<file path="config.mk">
export PLATFORM = sky130hd
export DESIGN_NAME = pcap_framer_flat
export DESIGN_NICKNAME = d
export VERILOG_FILES = /design/src/rtl/pcap_framer_if.sv /design/src/rtl/pcap_framer.sv /design/src/flat_wrapper.sv
export SDC_FILE = /design/constraint.sdc
export NUM_CORES = 1
export LEC_CHECK = 0
export ABC_AREA = 1
export BUFFER_PORTS_ARGS = -buffer_cell sky130_fd_sc_hd__buf_2
export CAP_MARGIN = 20
export CORE_UTILIZATION = 50
export CTS_CLUSTER_SIZE = 40
export DETAILED_ROUTE_END_ITERATION = 8
export GPL_TIMING_DRIVEN = 0
export PLACE_DENSITY = 0.87
export SYNTH_ARGS = -nofsm -noshare
export SYNTH_HDL_FRONTEND = slang
export SYNTH_SLANG_ARGS = --single-unit
</file>
<file path="constraint.sdc">
create_clock -name clk -period 1.95 [get_ports clk]
set_input_delay 0.2925 -clock clk [delete_from_list [all_inputs] [get_ports clk]]
set_output_delay 0.2925 -clock clk [all_outputs]
set_load 0.05 [all_outputs]
</file>
<file path="src/rtl/pcap_framer_if.sv">
// Signal bundle between the pcap framer, its packet FIFO, the start/timestamp source
// and the downstream write controller.
interface pcap_framer_if;
  logic        start;
  logic [15:0] pkt_len;
  logic [31:0] seconds;
  logic [31:0] nanoseconds;
  logic        fifo_empty;
  logic [31:0] fifo_q;
  logic        fifo_rd;
  logic [31:0] out_data;
  logic        out_valid;
  logic        out_ready;
  logic        out_sop;
  logic        out_eop;
  logic        busy;
  logic        done;
  logic [31:0] rec_count;

  modport master (
    input  start, pkt_len, seconds, nanoseconds, fifo_empty, fifo_q, out_ready,
    output fifo_rd, out_data, out_valid, out_sop, out_eop, busy, done, rec_count
  );

  modport slave (
    output start, pkt_len, seconds, nanoseconds, fifo_empty, fifo_q, out_ready,
    input  fifo_rd, out_data, out_valid, out_sop, out_eop, busy, done, rec_count
  );
endinterface

</file>
<file path="src/rtl/pcap_framer.sv">
// Frames one packet as a pcap record: four header words, the payload truncated to
// SNAPLEN, then silent draining of the untaken payload words from the FIFO.
//
// state   | meaning
// IDLE    | waiting for start; fields latched on start
// HDR0    | seconds word (sop)
// HDR1    | nanoseconds word
// HDR2    | incl_len word
// HDR3    | orig_len word (eop when no payload)
// PAYLOAD | forwarding incl_words FIFO words, last one lane-masked
// DRAIN   | popping the orig_words - incl_words words that were not captured
// FIN     | one-cycle done pulse, record counter bump
module pcap_framer #(
  parameter logic [15:0] SNAPLEN = 16'd1518
) (
  input  logic         clk,
  input  logic         reset,
  pcap_framer_if.master io
);

  typedef enum logic [2:0] {IDLE, HDR0, HDR1, HDR2, HDR3, PAYLOAD, DRAIN, FIN} state_t;

  state_t      r_state, w_next;
  logic [31:0] r_sec, r_ns, r_rec_count;
  logic [15:0] r_pkt_len, r_incl_len, r_incl_words, r_orig_words, r_cnt;
  logic [15:0] w_incl_len, w_incl_words, w_orig_words, w_drain_words;
  logic [31:0] w_last_mask, w_data;
  logic        w_valid, w_sop, w_eop, w_rd, w_xfer, w_last;

  assign w_incl_len    = (io.pkt_len > SNAPLEN) ? SNAPLEN : io.pkt_len;
  assign w_incl_words  = {2'b00, w_incl_len[15:2]} + {15'd0, |w_incl_len[1:0]};
  assign w_orig_words  = {2'b00, io.pkt_len[15:2]} + {15'd0, |io.pkt_len[1:0]};
  assign w_drain_words = r_orig_words - r_incl_words;
  assign w_last        = (r_cnt == 16'd1);
  assign w_xfer        = w_valid && io.out_ready;

  // A remainder of zero means the last word is fully populated.
  always_comb begin
    case (r_incl_len[1:0])
      2'd1:    w_last_mask = 32'h0000_00FF;
      2'd2:    w_last_mask = 32'h0000_FFFF;
      2'd3:    w_last_mask = 32'h00FF_FFFF;
      default: w_last_mask = 32'hFFFF_FFFF;
    endcase
  end

  always_comb begin
    w_next  = r_state;
    w_valid = 1'b0;
    w_data  = 32'h0;
    w_sop   = 1'b0;
    w_eop   = 1'b0;
    w_rd    = 1'b0;
    case (r_state)
      IDLE: if (io.start) w_next = HDR0;
      HDR0: begin
        w_valid = 1'b1;
        w_sop   = 1'b1;
        w_data  = r_sec;
        if (io.out_ready) w_next = HDR1;
      end
      HDR1: begin
        w_valid = 1'b1;
        w_data  = r_ns;
        if (io.out_ready) w_next = HDR2;
      end
      HDR2: begin
        w_valid = 1'b1;
        w_data  = {16'h0, r_incl_len};
        if (io.out_ready) w_next = HDR3;
      end
      HDR3: begin
        w_valid = 1'b1;
        w_data  = {16'h0, r_pkt_len};
        w_eop   = (r_incl_words == 16'd0);
        if (io.out_ready) begin
          if (r_incl_words != 16'd0)      w_next = PAYLOAD;
          else if (r_orig_words != 16'd0) w_next = DRAIN;
          else                            w_next = FIN;
        end
      end
      PAYLOAD: begin
        w_valid = !io.fifo_empty;
        w_data  = w_last ? (io.fifo_q & w_last_mask) : io.fifo_q;
        w_eop   = w_last;
        w_rd    = w_valid && io.out_ready;
        if (w_rd && w_last) w_next = (w_drain_words != 16'd0) ? DRAIN : FIN;
      end
      DRAIN: begin
        w_rd = !io.fifo_empty;
        if (w_rd && w_last) w_next = FIN;
      end
      FIN:     w_next = IDLE;
      default: w_next = IDLE;
    endcase
  end

  always_ff @(posedge clk or negedge reset) begin
    if (!reset) begin
      r_state      <= IDLE;
      r_sec        <= 32'h0;
      r_ns         <= 32'h0;
      r_pkt_len    <= 16'h0;
      r_incl_len   <= 16'h0;
      r_incl_words <= 16'h0;
      r_orig_words <= 16'h0;
      r_cnt        <= 16'h0;
      r_rec_count  <= 32'h0;
    end else begin
      r_state <= w_next;
      case (r_state)
        IDLE: if (io.start) begin
          r_sec        <= io.seconds;
          r_ns         <= io.nanoseconds;
          r_pkt_len    <= io.pkt_len;
          r_incl_len   <= w_incl_len;
          r_incl_words <= w_incl_words;
          r_orig_words <= w_orig_words;
        end
        // The same down-counter serves payload then drain; it is reloaded between phases.
        HDR3:    if (w_xfer) r_cnt <= (r_incl_words != 16'd0) ? r_incl_words : r_orig_words;
        PAYLOAD: if (w_rd) r_cnt <= w_last ? w_drain_words : r_cnt - 16'd1;
        DRAIN:   if (w_rd) r_cnt <= r_cnt - 16'd1;
        FIN:     r_rec_count <= r_rec_count + 32'd1;
        default: ;
      endcase
    end
  end

  assign io.out_valid = w_valid;
  assign io.out_data  = w_data;
  assign io.out_sop   = w_sop;
  assign io.out_eop   = w_eop;
  assign io.fifo_rd   = w_rd;
  assign io.busy      = (r_state != IDLE);
  assign io.done      = (r_state == FIN);
  assign io.rec_count = r_rec_count;

endmodule

</file>
<file path="src/flat_wrapper.sv">
// flat-port wrapper written by rule: the top's interface ports become plain ports
module pcap_framer_flat 
#(
  parameter logic [15:0] SNAPLEN = 16'd1518
)
  (clk, reset, io_start, io_pkt_len, io_seconds, io_nanoseconds, io_fifo_empty, io_fifo_q, io_out_ready, io_fifo_rd, io_out_data, io_out_valid, io_out_sop, io_out_eop, io_busy, io_done, io_rec_count);
  pcap_framer_if io_i ();
  input  logic clk;
  input  logic reset;
  input wire logic [$bits(io_i.start)-1:0] io_start;
  input wire logic [$bits(io_i.pkt_len)-1:0] io_pkt_len;
  input wire logic [$bits(io_i.seconds)-1:0] io_seconds;
  input wire logic [$bits(io_i.nanoseconds)-1:0] io_nanoseconds;
  input wire logic [$bits(io_i.fifo_empty)-1:0] io_fifo_empty;
  input wire logic [$bits(io_i.fifo_q)-1:0] io_fifo_q;
  input wire logic [$bits(io_i.out_ready)-1:0] io_out_ready;
  output wire logic [$bits(io_i.fifo_rd)-1:0] io_fifo_rd;
  output wire logic [$bits(io_i.out_data)-1:0] io_out_data;
  output wire logic [$bits(io_i.out_valid)-1:0] io_out_valid;
  output wire logic [$bits(io_i.out_sop)-1:0] io_out_sop;
  output wire logic [$bits(io_i.out_eop)-1:0] io_out_eop;
  output wire logic [$bits(io_i.busy)-1:0] io_busy;
  output wire logic [$bits(io_i.done)-1:0] io_done;
  output wire logic [$bits(io_i.rec_count)-1:0] io_rec_count;
  assign io_i.start = io_start;
  assign io_i.pkt_len = io_pkt_len;
  assign io_i.seconds = io_seconds;
  assign io_i.nanoseconds = io_nanoseconds;
  assign io_i.fifo_empty = io_fifo_empty;
  assign io_i.fifo_q = io_fifo_q;
  assign io_i.out_ready = io_out_ready;
  assign io_fifo_rd = io_i.fifo_rd;
  assign io_out_data = io_i.out_data;
  assign io_out_valid = io_i.out_valid;
  assign io_out_sop = io_i.out_sop;
  assign io_out_eop = io_i.out_eop;
  assign io_busy = io_i.busy;
  assign io_done = io_i.done;
  assign io_rec_count = io_i.rec_count;
  pcap_framer #(.SNAPLEN(SNAPLEN)) u_core (.clk(clk), .reset(reset), .io(io_i));
endmodule
</file>
### Word level (Yosys, flattened, before mapping)

Index checks and enable logic that the tools add are counted.

| storage, ports and cells | value |
|---|---|
| register bits after elaboration | 179 |
| latch bits | 0 |
| RAM bits | 0 |
| bits in read-only memories | 0 |
| bits of input ports | 117 |
| logic and storage cells | 80 |
| memories kept | 0 |

| cells by class | value |
|---|---|
| $add $sub $neg | 5 |
| $mul | 0 |
| divide/modulo/power cells | 0 |
| order comparisons | 1 |
| equality and inequality tests | 21 |
| shifts and indexed selects | 0 |
| mux-type cells | 25 |
| bitwise logic cells | 1 |
| reduce and logical (&&, ||, !) cells | 18 |

Operators with widths:

| cell | count |
|---|---|
| 32-bit one-hot mux with 5 select lines | 1 |
| 16-bit two-way mux | 6 |
| 32-bit one-hot mux with 3 select lines | 1 |
| 16-bit one-hot mux with 3 select lines | 1 |
| 16-bit nonzero test | 3 |
| 32-bit by 1-bit adder with 32-bit output (second input constant) | 1 |
| 32-bit AND | 1 |
| 32-bit two-way mux | 1 |
| 14-bit by 1-bit adder with 15-bit output | 2 |
| 3-bit two-way mux | 8 |
| 3-bit one-hot mux with 8 select lines | 1 |
| 16-bit by 1-bit equality test with 1-bit output (second input constant) | 1 |
| 16-bit by 11-bit greater-than comparator with 1-bit output (second input constant) | 1 |
| 16-bit zero test | 1 |
| 16-bit by 1-bit subtractor with 16-bit output (second input constant) | 1 |
| 16-bit subtractor | 1 |
| 2-bit != test (second input constant) | 7 |
| 3-bit equality test (second input constant) | 4 |
| 7-bit AND reduction | 1 |
| 3-bit by 2-bit equality test with 1-bit output (second input constant) | 2 |
| 2-bit by 1-bit != test with 1-bit output (second input constant) | 3 |
| 1-bit one-hot mux with 2 select lines | 3 |
| 3-bit nonzero test | 2 |
| 2-bit equality test (second input constant) | 2 |
| other kinds (10) | 16 |

### Logic depth before layout (Yosys ltp)

Gate-level depths: netlist of the first run.

| logic depth | value |
|---|---|
| word-level depth | 6 |
| gate-level depth with buffers | 20 |
| depth with buffers taken out | 18 |

### Least setup slack after synthesis of the first run

OpenSTA, ideal clock, no wires.

| path | value |
|---|---|
| path type | register to output |
| from | register u_core.r_state[0] |
| to | output port io_out_eop |
| arrival time | 2260 ps |
| data required time | 1657 ps |
| path slack | -602 ps |
| stages on the path, launching flop included | 5 |
| path buffers | 1 |
| cells stage by stage | dfrtp_1 nor2_1 nand2_1 clkbuf_1 o21ai_0 |

| between the ends | value |
|---|---|
| word-level cells in the longest chain between the ends | 2 |
| elaborated cells between the ends (all ways) | 3 |
| those cells by class | 2 x eq/ne; 1 x mux |

RTL lines:

| element | RTL line | RTL |
|---|---|---|
| from (decl) | pcap_framer.sv:23 | `state_t r_state, w_next;` |
| from (signal assigned) | pcap_framer.sv:110 | `r_state <= w_next;` |
| 3-bit equality test | pcap_framer.sv:54 | `case (r_state)` |
| 1-bit one-hot mux with 2 select lines * | pcap_framer.sv:54 |  |
| to (decl) | flat_wrapper.sv:21 | `output wire logic [$bits(io_i.out_eop)-1:0] io_out_eop;` |

Every way passes the cells marked *; elsewhere a longest branch is shown, timed or not.

### Final worst setup path of the first run

| path | value |
|---|---|
| from | register u_core.r_cnt[6] |
| to | output port io_out_data[31] |

| between the ends | value |
|---|---|
| word-level cells in the longest chain between the ends | 3 |

RTL lines:

| element | RTL line | RTL |
|---|---|---|
| from (decl) | pcap_framer.sv:25 | `logic [15:0] r_pkt_len, r_incl_len, r_incl_words, r_orig_words, r_cnt;` |
| from (signal assigned) | pcap_framer.sv:121 | `HDR3: if (w_xfer) r_cnt <= (r_incl_words != 16'd0) ? r_incl_words : r_orig_words;` |
| from (signal assigned) | pcap_framer.sv:122 | `PAYLOAD: if (w_rd) r_cnt <= w_last ? w_drain_words : r_cnt - 16'd1;` |
| from (signal assigned) | pcap_framer.sv:123 | `DRAIN: if (w_rd) r_cnt <= r_cnt - 16'd1;` |
| 16-bit by 1-bit equality test with 1-bit output | pcap_framer.sv:34 | `assign w_last = (r_cnt == 16'd1);` |
| 32-bit two-way mux | pcap_framer.sv:84 | `w_data = w_last ? (io.fifo_q & w_last_mask) : io.fifo_q;` |
| 32-bit one-hot mux with 5 select lines | pcap_framer.sv:54 |  |
| to (decl) | flat_wrapper.sv:18 | `output wire logic [$bits(io_i.out_data)-1:0] io_out_data;` |

No other way between the ends.

==> impl_metrics.ini, run 1 <==
[cells_and_area]
final_cell_mix = nand2_1, dfrtp_1, buf_2, inv_1, buf_4
finish.utilization_pct = 75.8
insertedDiodeCount = 0
instances_no_fill = 1971
syn2layout_area_growth_pct = 47.1
layout_commonest_cell = nand2_1
drive_above_1_share_pct = 35.3
fin_nets = 1835

[timing]
hold_viol = 0
timing.fmax_ghz = 0.407
setup_violations = 162
setup_tns_ns = -22.23
relSlewSlack_pct = 49.8
fin_ws_ns = -0.506
rsz0062_at_grt = yes
worst_pin_slew_ns = 0.747
skew_ns = 0.0157
period_share_pct = 126
slew_violations = 0
period_needed_ns = 2.46

[yosys]
yosys.area_share.simple_pct = 32.2
yosys.cell_types.count = 47
synth_compound_area_share_pct = 9.58
ys_seq_area_share_pct = 43.6
ys_warn_count = 0
synth_xor_area_share_pct = 3.62
ys_ff_latch = 177
mappedNetlistArea_um2 = 10200
async_flop_share_pct = 100
ys.flop_type = dfrtp_1
synthMuxAreaShare_pct = 0
synth_edf_count = 0
synth_fp_nets = 1526
synth_top_family_by_area = simple AND/OR/NAND/NOR gates
synth_fa_ha_area_share_pct = 3.15
synth_area_per_cell_um2 = 7.34
syn-instance-count = 1384

[global_routing]
grt.total_usage_pct = 36.6
grt_overflow = 0
grt_start_max_net_pins = 125
grt_pass1_vias = 11274
antenna_found_initial = 0
grt_pass1_wl_um = 58100

[floorplan]
die_width_um = 145
io_pins = 187
start_util_pct = 51.5
num_rows = 51
dieArea_um2 = 20900
coreArea_um2 = 19700
die_h_um = 145

[route]
wl_per_cell_um = 21.6
drt_pre_antenna_iters = 6
vias = 12154
routed_wl_um = 42600
vias_per_cell = 6.17
drtAntennaViolNets = 0
drc = 0
drt-initial-drc-count = 1703

[power_and_ir_drop]
powerDensity_nw_per_um2 = 1600
power_leakage_nw = 7.54
ir_drop_v = 0.00135

[setup_path]
end_kind = output port
cp.required_ns = 1.66
critPathMaxFanout = 8
crit_type = reg2out
cp-start-kind = flip-flop
cp.arrival_ns = 2.16

[clock_network]
clock_latency_ns = 0.46
cts_root_buffer = clkbuf_16
cts_sinks = 177
cts-htree-levels = 4
cts_buffers = 17
cts.clk_slew.worst_paths_ns = 0.08
cts_buffer_depth = 2
cts_tree = yes

[flow_run]
drv_cap = 0

[worst_hold_path]
hold_path.class = in2reg

[run_status]
status = finished with violations
violations = negative setup slack

[placement]
hpwl_um = 24500
gp_congestion = 0.973
io_buffers = 183
placed_cells = 1833
==> synthesized netlist by cell type, types with 7 or more instances <==
| cell type | number | area share, % |
|---|---|---|
| o2111ai_1 | 9 | 0.78 |
| nand2_1 | 504 | 19 |
| inv_1 | 158 | 5.8 |
| clkbuf_1 | 34 | 1.3 |
| a21oi_1 | 43 | 2.1 |
| nor3_1 | 12 | 0.59 |
| xnor2_1 | 11 | 0.95 |
| o211ai_1 | 7 | 0.52 |
| a22oi_1 | 18 | 1.3 |
| o21ai_0 | 49 | 2.4 |
| nand4_1 | 26 | 1.6 |
| ha_1 | 24 | 3.0 |
| nand3_1 | 96 | 4.7 |
| nor2_1 | 99 | 3.7 |
| dfrtp_1 | 177 | 44 |
| nor4_1 | 11 | 0.68 |
| xor2_1 | 31 | 2.7 |
| buf_2 | 12 | 0.59 |
==> where the power goes <==
part           switching (W)  leakage, nW  internal [W]
combinational        0.00875         5.06       0.00555
sequential           0.00117         2.19       0.00495
clock                0.00183        0.290       0.00172
==> routing by layer <==
layer,up-vias,track usage (%),part of all wire [%]
met5,-,0,0
met2,1054,59.8,47
met3,380,8.87,11
met1,5642,42.5,34
met4,0,25.5,8.7
li1,5078,-,-
==> state kept, by name (all words and copies together) (netlist names) <==
| register | flops |
|---|---|
| u_core.io.rec_count | 32 |
| u_core.r_ns | 32 |
| u_core.r_sec | 32 |
| u_core.r_cnt | 16 |
| u_core.r_incl_len | 16 |
| u_core.r_pkt_len | 16 |
| u_core.r_incl_words | 15 |
| u_core.r_orig_words | 15 |
| u_core.r_state | 3 |
==> path summary, 6_finish.rpt <==
check | from | endpoint | slack [ns] | cells past startpoint
max | u_core.r_cnt[6] | io_out_data[31] | -0.51 | 9
min | io_nanoseconds[24] | u_core.r_ns[24] | 0.02 | 3
max reg2reg | u_core.r_state[0] | u_core.io.rec_count[31] | -0.33 | 12
min reg2reg | u_core.io.rec_count[31] | u_core.io.rec_count[31] | 0.47 | 1
max in group asynchronous | reset | u_core.io.rec_count[1] | 0.59 | 3
min in group asynchronous | reset | u_core.r_orig_words[1] | 0.37 | 2
==> worst max-delay path, cell delays in order, from the launching register on <==
cell,delay [ns]
dfrtp_2,0.44
nor2_4,0.13
nand2_1,0.10
nor2_1,0.11
nand4_1,0.10
buf_6,0.16
or2_4,0.33
nand3_4,0.13
nand3_4,0.07
buf_8,0.15
==> cells by family (layout without fill, tap and decap cells) <==
| logic type | count (synthesis) | count (layout) |
|---|---|---|
| and+or+nand+nor | 773 | 774 |
| buffers and inverters | 208 | 529 |
| DFF | 177 | 177 |
| AOI/OAI and AO/OA | 159 | 159 |
| xor gates and xnor gates | 42 | 42 |
| adders and majority gates | 25 | 25 |
==> per-stage QoR <==
step	total power (W)	hold WS, ns	cell area, um2	setup slack, ns
floorplan	0.0129	-0.00309	10700	-0.114
global placement	0.0153	0.449	11900	-2.53
detailed placement	0.0156	0.234	12000	-0.624
CTS	0.0216	0.0269	14100	-0.422
global route	0.0249	0.0309	14900	-0.553
finish	0.0240	0.0234	14900	-0.506
==> area by class of cell <==
| type | count | area, um2 |
|---|---|---|
| timing repair buffer | 290 | 2230 |
| sequential | 177 | 4450 |
| inverter | 162 | 649 |
| buffer | 45 | 443 |
| multi-input combinational | 1000 | 6250 |
| clock buffer | 17 | 425 |
| fill | 1156 | 4770 |
| clock inverter | 15 | 165 |
| tap | 265 | 332 |
==> repair_timing <==
| action | CTS | global route |
|---|---|---|
| buffers inserted | 66 | 38 |
| hold buffers | 1 | 0 |
| gates cloned | 3 | 3 |
| hold endpoints to repair | 53 | 0 |
| endpoints found under the setup margin | 167 | 151 |
| gates resized for setup | 264 | 198 |
| pin swaps | 55 | 68 |
Power figures use the tool's default switching activity.
==> inputs of run 2 (changes only) <==
--- a/config.mk
+++ b/config.mk
@@ -13,6 +13,7 @@
 export DETAILED_ROUTE_END_ITERATION = 8
 export GPL_TIMING_DRIVEN = 0
 export PLACE_DENSITY = 0.87
+export SKIP_CTS_REPAIR_TIMING = 1
 export SYNTH_ARGS = -nofsm -noshare
 export SYNTH_HDL_FRONTEND = slang
 export SYNTH_SLANG_ARGS = --single-unit
==> impl_metrics.ini, run 2 (synthesized netlist as in run 1, its figures left out) <==
[setup_path]
crit_chain = nor2_4 > nand2_1 > nor2_1 > nand4_1 > buf_6 > or2_4 > nand3_4 > nand3_4 > buf_6
cp-start-kind = flip-flop
cp.arrival_ns = 2.21
cp.required_ns = 1.66
crit_buf_inv = 2
end_kind = output port
path_delay_family = simple AND/OR/NAND/NOR gates
cpPeakStageDelay_ns = 0.45
r2r_slack_ns = -0.33
r2r-start = u_core.r_state[2]
reg2reg_to = u_core.r_state[0]
critPathMaxFanout = 8
reg2reg_depth = 13
slowest_stage = dfrtp_2
crit_type = reg2out

[floorplan]
die_h_um = 145
dieArea_um2 = 20900
num_rows = 51
die_width_um = 145
start_util_pct = 51.5
coreArea_um2 = 19700
io_pins = 187

[timing]
slew_violations = 0
fin_ws_ns = -0.556
timing.hold.ws_ns = 0.0272
period_share_pct = 129
timing.fmax_ghz = 0.399
skew_ns = 0.0112
hold_viol = 0
setup_tns_ns = -22.89
worst_pin_slew_ns = 0.642
relSlewSlack_pct = 57.2
rsz0062_at_grt = yes
setup_violations = 76
period_needed_ns = 2.51

[placement]
io_buffers = 183
place_ws_ns = -0.624
hpwl_um = 24500
gp_congestion = 0.973

[power_and_ir_drop]
pwr-share-comb_pct = 56.9
ir_drop_v = 0.00113
p_sw_share_pct = 48.6
power_leakage_nw = 7.23
powerDensity_nw_per_um2 = 1550
pwr-share-clk_pct = 15.8
internal-power_w = 0.0113
switchingPower_w = 0.0107
seqPwrFrac_pct = 27.3
finalPower_w = 0.0221

[global_routing]
grt.total_usage_pct = 31.9
grt_overflow = 0
grt_pass1_wl_um = 50800
grt_start_max_net_pins = 125
antenna_found_initial = 0
grt_pass1_vias = 9986

[route]
vias = 11218
drtAntennaViolNets = 0
drt_pre_antenna_iters = 6
drc = 0
vias_per_cell = 5.80
routed_wl_um = 36800
wl_per_cell_um = 19.0
drt-initial-drc-count = 1332

[clock_network]
cts.clk_slew.worst_paths_ns = 0.08
cts_root_buffer = clkbuf_16
cts_buffer_depth = 2
cts_tree = yes
clock_latency_ns = 0.45
cts-htree-levels = 4
cts_buffers = 17
cts_sinks = 177

[run_status]
status = finished with violations
violations = negative setup slack

[worst_hold_path]
hold_path.class = in2reg
whs_path_depth = 3
hp-start = io_nanoseconds[24]
holdPathEnd = u_core.r_ns[24]

[flow_run]
drv_cap = 0

[cells_and_area]
final_cell_mix = nand2_1, dfrtp_1, buf_2, inv_1, nor2_1
layout_commonest_cell = nand2_1
drive_above_1_share_pct = 32.2
fin_nets = 1799
syn2layout_area_growth_pct = 39.9
insertedDiodeCount = 0
-- run 2: cell types whose count changed in the layout (fill, tap and decap cells not counted), sizes merged --
cell      change
clkinv        -1
buf          -32
clkbuf        -3
nand3         -1
clkinvlp      +1
-- run 2: through the flow --
stage	cell area (um2)	std cells	util (%)
final	14200	1935	72.1
after global placement	11900	1832	60.4
after global routing	14200	1935	72.1
after CTS	12500	1865	63.6
after detailed placement	12000	1833	60.6
after floorplan	10700	1384	-
-- run 2: power groups by stage --
stage               Sequential [W]  Combinational, W  Clock, W
finish                     0.00602            0.0126   0.00349
global route               0.00611            0.0134   0.00362
CTS                        0.00584           0.00972   0.00346
detailed placement         0.00588           0.00968         0
global placement           0.00584           0.00945         0
floorplan                  0.00579           0.00710         0
-- run 2: routing by layer --
layer / up-vias / part of all wire, % / track usage (%)
met1: 5232 / 37 / 40.8
met4: 0 / 5.5 / 16.5
met3: 200 / 8.5 / 5.50
li1: 5007 / - / -
met2: 779 / 49 / 51.9
met5: - / 0 / 0
-- run 2: worst max-delay path by stage --
stage	startpoint	depth (start not counted)	slack [ns]	endpoint
finish	u_core.r_cnt[4]	9	-0.56	io_out_data[27]
detailed placement	u_core.r_state[2]	7	-0.62	io_out_data[3]
floorplan	io_pkt_len[12]	17	-0.11	u_core.r_incl_words[6]
global route	u_core.r_cnt[10]	9	-0.64	io_out_data[27]
CTS	u_core.r_state[2]	7	-1.10	io_out_data[3]
global placement	reset	1	-2.53	u_core.io.rec_count[1]
-- run 2: final cells by class --
class                   count  area [um2]
clock inverters            15         165
clock buffers              17         425
well taps                 265         332
repair buffers            255        1840
plain buffers              45         344
flip-flops and latches    177        4450
fillers                  1330        5510
inverters                 162         638
multi-input cells         999        6020
-- run 2: worst reg2reg max path, delay by kind of cell (launching register included) --
family                 cells  cell delay (ns)
AOI/OAI and AO/OA          1             0.16
DFF                        1             0.37
buffers and inverters      4             0.75
and+or+nand+nor            8             0.93
==> inputs of run 3 (changes only) <==
--- a/config.mk
+++ b/config.mk
@@ -8,11 +8,11 @@
 export ABC_AREA = 1
 export BUFFER_PORTS_ARGS = -buffer_cell sky130_fd_sc_hd__buf_2
 export CAP_MARGIN = 20
-export CORE_UTILIZATION = 50
+export CORE_UTILIZATION = 30
 export CTS_CLUSTER_SIZE = 40
 export DETAILED_ROUTE_END_ITERATION = 8
 export GPL_TIMING_DRIVEN = 0
-export PLACE_DENSITY = 0.87
+export PLACE_DENSITY = 0.61
 export SKIP_CTS_REPAIR_TIMING = 1
 export SYNTH_ARGS = -nofsm -noshare
 export SYNTH_HDL_FRONTEND = slang
==> impl_metrics.ini, run 3 (synthesized netlist as in run 1, its figures left out) <==
[floorplan]
coreArea_um2 = 33400
num_rows = 67
die_h_um = 186
io_pins = 187
die_width_um = 186
dieArea_um2 = 34600
start_util_pct = 30.4

[timing]
slew_violations = 0
period_share_pct = 126
setup_violations = 46
timing.fmax_ghz = 0.406
relSlewSlack_pct = 57.3
fin_ws_ns = -0.511
rsz0062_at_grt = yes
hold_viol = 0
worst_pin_slew_ns = 0.640
period_needed_ns = 2.46
setup_tns_ns = -15.17
skew_ns = 0.0123

[clock_network]
cts_root_buffer = clkbuf_16
cts_buffer_depth = 2
cts_sinks = 177
clock_latency_ns = 0.44
cts.clk_slew.worst_paths_ns = 0.08
cts_buffers = 17
cts_tree = yes
cts-htree-levels = 4

[cells_and_area]
layout_commonest_cell = nand2_1
fin_nets = 1792
stdcell_area_um2 = 14400
drive_above_1_share_pct = 32.4
n_fill_cell = 3349
final_cell_mix = nand2_1, dfrtp_1, buf_2, inv_1, nor2_1
syn2layout_area_growth_pct = 41.7

[setup_path]
reg2reg_to = u_core.r_state[0]
cp-endpoint = io_out_data[1]
r2r_slack_ns = -0.17
cp-start-kind = flip-flop
crit_chain = nor2_4 > nand2_4 > buf_6 > o2111ai_4 > clkbuf_4
startpoint = u_core.r_state[0]
slowest_stage = dfrtp_2
cp.required_ns = 1.66
critPathMaxFanout = 10
reg2reg_depth = 16
end_kind = output port
cpPeakStageDelay_ns = 0.50
cp.arrival_ns = 2.17
r2r-start = u_core.r_orig_words[0]
crit_type = reg2out

[power_and_ir_drop]
ir_drop_v = 0.00105
power_leakage_nw = 7.18
powerDensity_nw_per_um2 = 1500
finalPower_w = 0.0216

[global_routing]
antenna_found_initial = 2
grt_overflow = 0
grt_pass1_wl_um = 51100
grt_start_max_net_pins = 104
grt_pass1_vias = 9609
grt.total_usage_pct = 19.3

[route]
routed_wl_um = 34200
met1Wirelength_um = 15100
vias_per_cell = 4.83
drt_pre_antenna_iters = 5
vias = 10202
highest_layer = met4
drtAntennaViolNets = 0
drc = 0
wl_met2_um = 16400
wl_met3_um = 1950
wl_per_cell_um = 16.2
drt-initial-drc-count = 634

[placement]
place_area_um2 = 12200
io_buffers = 183
gp_congestion = 0.894
hpwl_um = 25100

[worst_hold_path]
hold_path.class = in2reg
hp-start = io_nanoseconds[27]

[run_status]
violations = negative setup slack
status = finished with violations

[flow_run]
drv_cap = 0
-- run 3: cell types whose count changed in the layout (fill, tap and decap cells not counted), moves of 3 or more --
cell	change
buf_2	-5
buf_4	+4
buf_6	-3
buf_8	-5
clkinv_4	-3
diode_2	+3
inv_2	-4
inv_4	+3
nand2_1	-12
nand2_2	+11
nand3_2	+3
o21ai_1	-3
-- run 3: worst max-delay path: cells and delay by family (launching register included) --
family                 cells  cell delay [ns]
AOI/OAI and AO/OA          1             0.21
DFF                        1             0.50
and+or+nand+nor            2             0.49
buffers and inverters      2             0.51
-- run 3: area by class of cell --
type	count	area, um2	share of cell area, %
multi-input combinational	999	6060	42.1
sequential	177	4450	30.9
timing repair buffer	249	1770	12.3
inverter	162	644	4.48
tap	448	561	3.89
clock buffer	18	439	3.05
buffer	44	329	2.29
clock inverter	14	140	0.973
antenna	3	7.51	0.0521
-- run 3: metal layers --
metal / track usage [%] / vias up
li1: - / 4993
met1: 25.1 / 4872
met2: 31.4 / 301
met3: 4.42 / 36
met4: 6.16 / 0
met5: 0 / -
-- run 3: where the power goes --
group / total, W / leakage [nW] / switching, W / internal [W]
Clock: 0.00346 / 0.277 / 0.00173 / 0.00173
Sequential: 0.00593 / 2.20 / 0.000984 / 0.00494
Combinational: 0.0122 / 4.70 / 0.00757 / 0.00459
Total: 0.0216 / 7.18 / 0.0103 / 0.0113
-- run 3: how the worst min path moves through the flow --
| stage | endpoint | slack [ns] | cells past startpoint |
|---|---|---|---|
| 2_1_floorplan | u_core.io.rec_count[0] | -0.003 | 0 |
| 3_3_place_gp | u_core.r_incl_len[11] | 0.45 | 2 |
| 3_5_place_dp | u_core.r_cnt[2] | 0.33 | 1 |
| 4_1_cts | u_core.r_orig_words[0] | -0.14 | 1 |
| 5_1_grt | u_core.r_ns[4] | 0.03 | 3 |
| 6_report | u_core.r_ns[27] | 0.03 | 3 |
-- run 3: metrics by stage --
stage               hold slack, ns  instances  setup WS [ns]  utilization [%]
floorplan                 -0.00309       1384         -0.114                -
detailed placement           0.335       2016         -0.746             36.4
global route                0.0268       2112         -0.579             43.0
global placement             0.451       2015          -2.80             36.3
finish                      0.0346       2114         -0.511             43.0
CTS                         -0.144       2048          -1.23             38.1
